[src/rtl/vga_timing_controller.sv]
// rtl/vga_timing_controller.sv - VGA raster sequencer: position counters, sync/active decode, start/stop FSM
//
// Purpose:
//   Advances the horizontal/vertical raster position on every pixel tick and
//   registers hsync, vsync, video_on and the line/frame markers on the same
//   edge as the counters. A three-state FSM (IDLE/RUN/DRAIN) guarantees the
//   raster starts at (0,0) and stops only on a frame boundary.
//
// Ports:
//   clk          system clock
//   reset        asynchronous, active-low reset
//   pixel_en     one-clk pixel tick
//   enable       level request to run the raster
//   hsync        horizontal sync, active-low
//   vsync        vertical sync, active-low
//   video_on     high inside the active window while busy
//   x, y         current horizontal / vertical count
//   line_start   one-clk pulse when x becomes 0 while running
//   frame_start  one-clk pulse when (x,y) becomes (0,0) while running
//   busy         high in RUN or DRAIN

module vga_timing_controller #(
  parameter int H_ACTIVE = 640,
  parameter int H_FP     = 16,
  parameter int H_SYNC   = 96,
  parameter int H_BP     = 48,
  parameter int V_ACTIVE = 480,
  parameter int V_FP     = 10,
  parameter int V_SYNC   = 2,
  parameter int V_BP     = 33,
  parameter int CNT_W    = 10
) (
  input  logic             clk,
  input  logic             reset,
  input  logic             pixel_en,
  input  logic             enable,
  output logic             hsync,
  output logic             vsync,
  output logic             video_on,
  output logic [CNT_W-1:0] x,
  output logic [CNT_W-1:0] y,
  output logic             line_start,
  output logic             frame_start,
  output logic             busy
);

  localparam int H_TOTAL = H_ACTIVE + H_FP + H_SYNC + H_BP;
  localparam int V_TOTAL = V_ACTIVE + V_FP + V_SYNC + V_BP;

  localparam logic [CNT_W-1:0] H_LAST   = CNT_W'(H_TOTAL - 1);
  localparam logic [CNT_W-1:0] V_LAST   = CNT_W'(V_TOTAL - 1);
  localparam logic [CNT_W-1:0] H_VIS    = CNT_W'(H_ACTIVE);
  localparam logic [CNT_W-1:0] V_VIS    = CNT_W'(V_ACTIVE);
  localparam logic [CNT_W-1:0] HS_FIRST = CNT_W'(H_ACTIVE + H_FP);
  localparam logic [CNT_W-1:0] HS_LAST  = CNT_W'(H_ACTIVE + H_FP + H_SYNC - 1);
  localparam logic [CNT_W-1:0] VS_FIRST = CNT_W'(V_ACTIVE + V_FP);
  localparam logic [CNT_W-1:0] VS_LAST  = CNT_W'(V_ACTIVE + V_FP + V_SYNC - 1);
  localparam logic [CNT_W-1:0] CNT_ZERO = '0;
  localparam logic [CNT_W-1:0] CNT_ONE  = CNT_W'(1);

  typedef enum logic [1:0] {
    ST_IDLE  = 2'd0,
    ST_RUN   = 2'd1,
    ST_DRAIN = 2'd2
  } state_t;

  state_t           state_q, state_d;
  logic [CNT_W-1:0] x_q, x_d;
  logic [CNT_W-1:0] y_q, y_d;
  logic             hsync_q, hsync_d;
  logic             vsync_q, vsync_d;
  logic             video_on_q, video_on_d;
  logic             line_start_q, line_start_d;
  logic             frame_start_q, frame_start_d;
  logic             busy_q, busy_d;

  logic             x_end;
  logic             y_end;
  logic             frame_end_tick;
  logic [CNT_W-1:0] x_inc;
  logic [CNT_W-1:0] y_inc;

  // Wrap arithmetic for one pixel tick, shared by RUN and DRAIN.
  always_comb begin
    x_end          = (x_q == H_LAST);
    y_end          = (y_q == V_LAST);
    frame_end_tick = pixel_en & x_end & y_end;
    x_inc          = x_end ? CNT_ZERO : (x_q + CNT_ONE);
    if (x_end) begin
      y_inc = y_end ? CNT_ZERO : (y_q + CNT_ONE);
    end else begin
      y_inc = y_q;
    end
  end

  // Next-state, next-counter and pulse logic.
  always_comb begin
    state_d       = state_q;
    x_d           = x_q;
    y_d           = y_q;
    line_start_d  = 1'b0;
    frame_start_d = 1'b0;

    case (state_q)
      ST_IDLE: begin
        x_d = CNT_ZERO;
        y_d = CNT_ZERO;
        // The first tick after enable is the tick that presents (0,0).
        if (enable && pixel_en) begin
          state_d       = ST_RUN;
          line_start_d  = 1'b1;
          frame_start_d = 1'b1;
        end
      end

      ST_RUN, ST_DRAIN: begin
        if (pixel_en) begin
          x_d           = x_inc;
          y_d           = y_inc;
          line_start_d  = x_end;
          frame_start_d = x_end & y_end;
        end
        if (enable) begin
          // Re-enabling while draining never disturbs the counters.
          state_d = ST_RUN;
        end else if (frame_end_tick) begin
          // Stop exactly at the frame boundary; no marker for a frame that
          // will not be drawn.
          state_d       = ST_IDLE;
          x_d           = CNT_ZERO;
          y_d           = CNT_ZERO;
          line_start_d  = 1'b0;
          frame_start_d = 1'b0;
        end else begin
          state_d = ST_DRAIN;
        end
      end

      default: begin
        state_d = ST_IDLE;
        x_d     = CNT_ZERO;
        y_d     = CNT_ZERO;
      end
    endcase
  end

  // Output decode from the next-state counters so that sync/video line up
  // with x/y on the same edge.
  always_comb begin
    busy_d     = (state_d != ST_IDLE);
    hsync_d    = ~(busy_d && (x_d >= HS_FIRST) && (x_d <= HS_LAST));
    vsync_d    = ~(busy_d && (y_d >= VS_FIRST) && (y_d <= VS_LAST));
    video_on_d = busy_d && (x_d < H_VIS) && (y_d < V_VIS);
  end

  always_ff @(posedge clk or negedge reset) begin
    if (!reset) begin
      state_q       <= ST_IDLE;
      x_q           <= '0;
      y_q           <= '0;
      hsync_q       <= 1'b1;
      vsync_q       <= 1'b1;
      video_on_q    <= 1'b0;
      line_start_q  <= 1'b0;
      frame_start_q <= 1'b0;
      busy_q        <= 1'b0;
    end else begin
      state_q       <= state_d;
      x_q           <= x_d;
      y_q           <= y_d;
      hsync_q       <= hsync_d;
      vsync_q       <= vsync_d;
      video_on_q    <= video_on_d;
      line_start_q  <= line_start_d;
      frame_start_q <= frame_start_d;
      busy_q        <= busy_d;
    end
  end

  assign x           = x_q;
  assign y           = y_q;
  assign hsync       = hsync_q;
  assign vsync       = vsync_q;
  assign video_on    = video_on_q;
  assign line_start  = line_start_q;
  assign frame_start = frame_start_q;
  assign busy        = busy_q;

endmodule

[config.mk]
export PLATFORM = sky130hd
export DESIGN_NAME = vga_timing_controller
export DESIGN_NICKNAME = d
export VERILOG_FILES = /design/src/rtl/vga_timing_controller.sv
export SDC_FILE = /design/constraint.sdc
export NUM_CORES = 1
export LEC_CHECK = 0
export ABC_AREA = 1
export CORE_MARGIN = 5
export CORE_UTILIZATION = 45
export CTS_CLUSTER_SIZE = 30
export DETAILED_ROUTE_END_ITERATION = 7
export DONT_BUFFER_PORTS = 1
export PLACE_DENSITY = 0.61
export SLEW_MARGIN = 30
export SYNTH_ARGS = -nofsm -noshare
export SYNTH_HDL_FRONTEND = slang
export SYNTH_SLANG_ARGS = --single-unit
[constraint.sdc]
create_clock -name clk -period 1.8 [get_ports clk]
set_input_delay 0.18 -clock clk [delete_from_list [all_inputs] [get_ports clk]]
set_output_delay 0.18 -clock clk [all_outputs]
set_load 0.05 [all_outputs]
## Word-level counts from Yosys, hierarchy flattened

Index checks and enable logic that the tools add are counted.

| cells by class | value |
|---|---|
| eq/ne operators | 4 |
| multiplexer cells | 24 |
| magnitude comparators | 6 |
| reductions and logical operators | 10 |
| bitwise logic cells | 5 |
| $add $sub $neg | 2 |

Operators by type and width:

| kind | number |
|---|---|
| two-way mux 10 bit | 11 |
| adder 10 x 1 -> 10 bit (second input constant) | 2 |
| equality test 10 bit (second input constant) | 2 |
| greater-or-equal comparator 10 bit (second input constant) | 1 |
| greater-or-equal comparator 10 x 9 -> 1 bit (second input constant) | 1 |
| less-or-equal comparator 10 bit (second input constant) | 1 |
| less-or-equal comparator 10 x 9 -> 1 bit (second input constant) | 1 |
| less-than comparator 10 bit (second input constant) | 1 |
| less-than comparator 10 x 9 -> 1 bit (second input constant) | 1 |
| logical AND 1 bit | 7 |
| two-way mux 1 bit | 7 |
| two-way mux 2 bit | 3 |
| case mux 1 bit (2 select lines) | 2 |
| case mux 2 bit (2 select lines) | 1 |
| bitwise AND 1 bit | 3 |
| equality test 2 x 1 -> 1 bit (second input constant) | 1 |
| equality test 2 bit (second input constant) | 1 |
| logical NOT 2 bit | 1 |
| inverter 1 bit | 2 |
| nonzero test 2 bit | 1 |
| OR reduction 2 bit | 1 |

| storage, ports and cells | value |
|---|---|
| input bits | 4 |
| bits in registers | 28 |
| word-level logic and storage cells | 60 |
| output and inout bits | 26 |

## Logic depth before layout (Yosys ltp)

| logic depth | value |
|---|---|
| word-level depth | 11 |
| depth in mapped cells | 13 |
| mapped depth without buffers | 13 |

## Worst setup path before layout

Ideal clock, no wire load.

| timing | value |
|---|---|
| kind | flip-flop to flip-flop |
| start | reg x_q[0], in the netlist x[0] |
| end | reg video_on_q, in the netlist video_on |
| setup time | 0.114 ns |
| clock period less this slack | 1.991 ns |
| path slack | -0.191 ns |
| path buffers | 0 |
| data required time | 1.686 ns |
| cell stages (with the launch flop) | 13 |
| arrival time | 1.877 ns |
| cells stage by stage | dfrtp_1 ha_1 nand2_2 nor2_4 nand3_4 nor2_4 nor2_4 nand2_1 nand2_1 nand2_1 nand2_2 nand2_1 nor2_1 |

| between the ends | value |
|---|---|
| cells in the longest elaborated chain, start to end | 9 |
| elaborated cells on any way between the ends | 22 |
| those cells by class | 1 x add/sub; 2 x order compare; 1 x eq/ne; 13 x mux; 2 x bitwise; 3 x reduce/logical |

RTL lines:

| item | line | source |
|---|---|---|
| from (decl) | 68 | `logic [CNT_W-1:0] x_q, x_d;` |
| from (signal assigned) | 159 | `x_q <= '0;` |
| from (signal assigned) | 169 | `x_q <= x_d;` |
| equality test 10 bit | 85 | `x_end = (x_q == H_LAST);` |
| bitwise AND 1 bit (2 in a row) | 87 | `frame_end_tick = pixel_en & x_end & y_end;` |
| two-way mux 2 bit | 126 | `end else if (frame_end_tick) begin` |
| two-way mux 2 bit | 123 | `if (enable) begin` |
| case mux 2 bit (2 select lines) | 104 | `case (state_q)` |
| nonzero test 2 bit | 150 | `busy_d = (state_d != ST_IDLE);` |
| named net busy_d | 75 | `logic busy_q, busy_d;` |
| logical AND 1 bit (2 in a row) | 153 | `video_on_d = busy_d && (x_d < H_VIS) && (y_d < V_VIS);` |
| named net video_on_d | 72 | `logic video_on_q, video_on_d;` |
| to (signal assigned) | 173 | `video_on_q <= video_on_d;` |
| to (decl) | 72 |  |

The timed path passes the listed nets, and every way through them passes these cells.

## Worst setup path in the final report

| timing | value |
|---|---|
| start | reg x_q[0], in the netlist x[0] |
| end | reg vsync_q, in the netlist vsync |

| between the ends | value |
|---|---|
| cells in the longest elaborated chain, start to end | 10 |
| elaborated cells on any way between the ends | 17 |
| those cells by class | 2 x order compare; 1 x eq/ne; 8 x mux; 3 x bitwise; 3 x reduce/logical |

RTL lines:

| item | line | source |
|---|---|---|
| equality test 10 bit (*) | 85 |  |
| two-way mux 10 bit or bitwise AND 1 bit (tied branches) | 89, 87 |  |
| two-way mux 10 bit or bitwise AND 1 bit (tied branches) | 117, 87 |  |
| two-way mux 10 bit or two-way mux 2 bit (tied branches) | 126 |  |
| two-way mux 10 bit or two-way mux 2 bit (tied branches) | 123 |  |
| two-way mux 10 bit or case mux 2 bit (2 select lines) (tied branches) | 104 |  |
| greater-or-equal comparator 10 x 9 -> 1 bit or nonzero test 2 bit (tied branches) | 152, 150 |  |
| logical AND 1 bit | 152 | `vsync_d = ~(busy_d && (y_d >= VS_FIRST) && (y_d <= VS_LAST));` |
| logical AND 1 bit (*) | 152 |  |
| inverter 1 bit (*) | 152 |  |
| named net vsync_d | 71 | `logic vsync_q, vsync_d;` |
| to (signal assigned) | 172 | `vsync_q <= vsync_d;` |
| to (decl) | 71 |  |

Mark *: on every way through the listed nets, which the timed path passes. The rest lies on a longest branch.

==> impl_metrics.toml <==
[placed_design]
placed_area_sq_mm = 0.00188
io_buffers = 0
dp_cells = 281
dpl.hpwl_um = 2810
gp_congestion = 0.811

[sta]
setup_tns_ps = 0
hold_viol = 0
fmax_mhz = 581
finalSetupViolations = 0
rsz0062_at_grt = "yes"
relSlewSlack_pct = 70.0
period_share_pct = 95.7
slew_viol_final = 0
finalCriticalPeriod_ps = 1720
skew_ps = 3.25
worst_pin_slew_ps = 450

[min_path]
hold_class = "input pin to register"
hold_start = "pixel_en"

[routing]
firstDrtPassIters = 4
drc = 0
wl_um = 3780
vias = 1464
drt_iter0_drc = 54
ant_nets = 0
avgViaCountPerCell = 4.96
routedWlPerCell_um = 12.8

[clocking]
clk_path_buf_depth = 2
cts_tree = "built"
clock_latency_ps = 280
numCtsBuffers = 3
clock-sinks = 28
cts-root-buf = "clkbuf_8"
htreeDepth = 1
clkTransAtPathRegs_ps = 100

[critical_path]
startpoint_type = "register"
path_cells = "ha_4 > nand2_4 > nor2_4 > nand3_4 > nand2_2 > nor2_1 > nor2_1 > nor2_1 > nand3_1 > nor2_1 > nand2_1"
slowest_delay_ps = 420
crit_fanout = 8
cp_num_buf_inv = 0
arrival_ps = 1950
end_kind = "register"
crit_family = "simple AND/OR/NAND/NOR gates"
crit-reg2reg-launch = "x[0]"
critPathRequiredTime_ps = 2030
crit_start = "x[0]"
critPathMostFrequentCell = "nor2_1"
slowest_stage = "dfrtp_2"
criticalPathCategory = "register to register"

[yosys]
ys_top_cells_by_area = "dfrtp_1, nand2_1, inv_1"
synth_area_leader_cell = "dfrtp_1"
synthFlopType = "dfrtp_1"
synth.ff_latch_count = 28
syn_inst = 212
ys_types = 29
postSynth.asyncResetShare_pct = 100
synth.top_cell.area_share_pct = 39.2
synth_edf_count = 0
synth.most_common_cell = "nand2_1"
synth_nets = 221
avgSynthCellArea_sq_um = 7.83
synth_area_sq_mm = 0.00166
synth_common_cells = "nand2_1, inv_1, dfrtp_1, nand3_1, nor2_1"
ys_seq_area_share_pct = 42.4
synth-warning-count = 0

[grt]
antenna_found_initial = 0
grt_pass1_vias = 1405
grt_overflow_total = 0
grt.total_usage_pct = 15.2
grt_start_max_net_pins = 29
grt_pass1_wl_um = 6280

[finish]
final_core_util_pct = 59.2
drive_gt1_share_pct = 33.2
fin_area_sq_mm = 0.00213
nNetsFinal = 257
num_antenna_cells = 0
areaGrowthSynthToFinish_pct = 28.5
final_cell_count_no_fill = 295

[power]
ir_worst_vdd_v = 0.000412
p_per_area_mw_per_mm2 = 993
leakagePower_nw = 1.07

[floorplanning]
die_area_sq_mm = 0.00500
ios = 30
die_y_um = 70.7
start_util_pct = 46.0
core_sq_mm = 0.00361
die_w_um = 70.7
rows = 22

[job]
drv_cap = 0

[run_status]
outcome = "completed"
-- sequential cells by signal (all words and copies together) (netlist names) --
name         flops
x               10
y               10
state_q          2
busy             1
frame_start      1
hsync            1
line_start       1
video_on         1
vsync            1
-- cell families after synthesis --
kind of cell | Yosys count | share of synthesized area [%]
AOI/OAI and AO/OA | 15 | 5.20
xor gates and xnor gates | 3 | 2.04
adders and majority gates | 5 | 3.77
buffers and inverters | 40 | 9.27
DFF | 28 | 42.4
and+or+nand+nor | 121 | 37.4
-- final timing paths --
check,slack [ps],depth (start not counted),end
max reg2reg,80,11,vsync
max,80,11,vsync
max in group asynchronous,1240,2,hsync
min in group asynchronous,320,2,y[3]
min,70,2,x[1]
min reg2reg,600,3,y[0]
-- metrics by stage --
| stage | hold WS, ps | worst slack (ps) | total power, W |
|---|---|---|---|
| floorplan | -116 | -27.6 | 0.00130 |
| global placement | -115 | 59.3 | 0.00151 |
| detailed placement | -115 | 49.0 | 0.00152 |
| CTS | 64.4 | 31.1 | 0.00204 |
| global route | 69.0 | -53.3 | 0.00224 |
| finish | 65.4 | 78.3 | 0.00212 |
-- area by class of cell --
cell class	instances	area, sq um
inverters	39	146
multi-input cells	144	872
repair buffers	32	275
clock buffers	3	41.3
flip-flops and latches	28	708
clock inverters	1	30.0
well taps	48	60.1
fillers	326	1470
-- report_power, final --
| group | switching (W) | total, W | internal (W) | leakage, nW |
|---|---|---|---|---|
| clock network | 0.000207 | 0.000505 | 0.000298 | 0.0357 |
| logic | 0.000492 | 0.000752 | 0.000260 | 0.667 |
| registers | 0.000161 | 0.000862 | 0.000701 | 0.368 |
| total | 0.000860 | 0.00212 | 0.00126 | 1.07 |
-- cells in the final DEF (no fill, tap or decap), types with 2 or more instances in the layout --
master / netlist / routed
clkbuf_8: 0 / 3
buf_12: 0 / 2
ha_1: 5 / 4
dfstp_2: 2 / 2
buf_4: 1 / 28
nand2_1: 40 / 36
a21oi_1: 5 / 5
inv_2: 4 / 4
nand4_1: 2 / 2
nand3_1: 26 / 21
nor2_1: 25 / 22
nor2_4: 7 / 8
inv_1: 35 / 35
o21ai_0: 2 / 2
dfrtp_1: 26 / 22
nand2_2: 6 / 9
o211ai_1: 2 / 2
nor2_2: 5 / 7
nor3_1: 4 / 4
dfrtp_2: 0 / 4
xor2_1: 2 / 2
nand3_2: 0 / 5
o21ai_1: 3 / 2
-- what timing repair did --
item	4_1_cts	5_1_grt
setup buffers	0	8
gates resized for setup	0	22
hold buffers	2	0
setup endpoints to repair	0	4
endpoints found under the hold margin	28	0
-- routing by layer --
metal | track usage, % | up-vias | part of all wire [%]
met5 | 0 | - | 0
met4 | 4.38 | 0 | 1.3
met3 | 2.70 | 5 | 4.4
met2 | 26.4 | 30 | 50
met1 | 19.4 | 701 | 44
li1 | - | 728 | -
No activity file was read; power rests on OpenSTA's default activity.
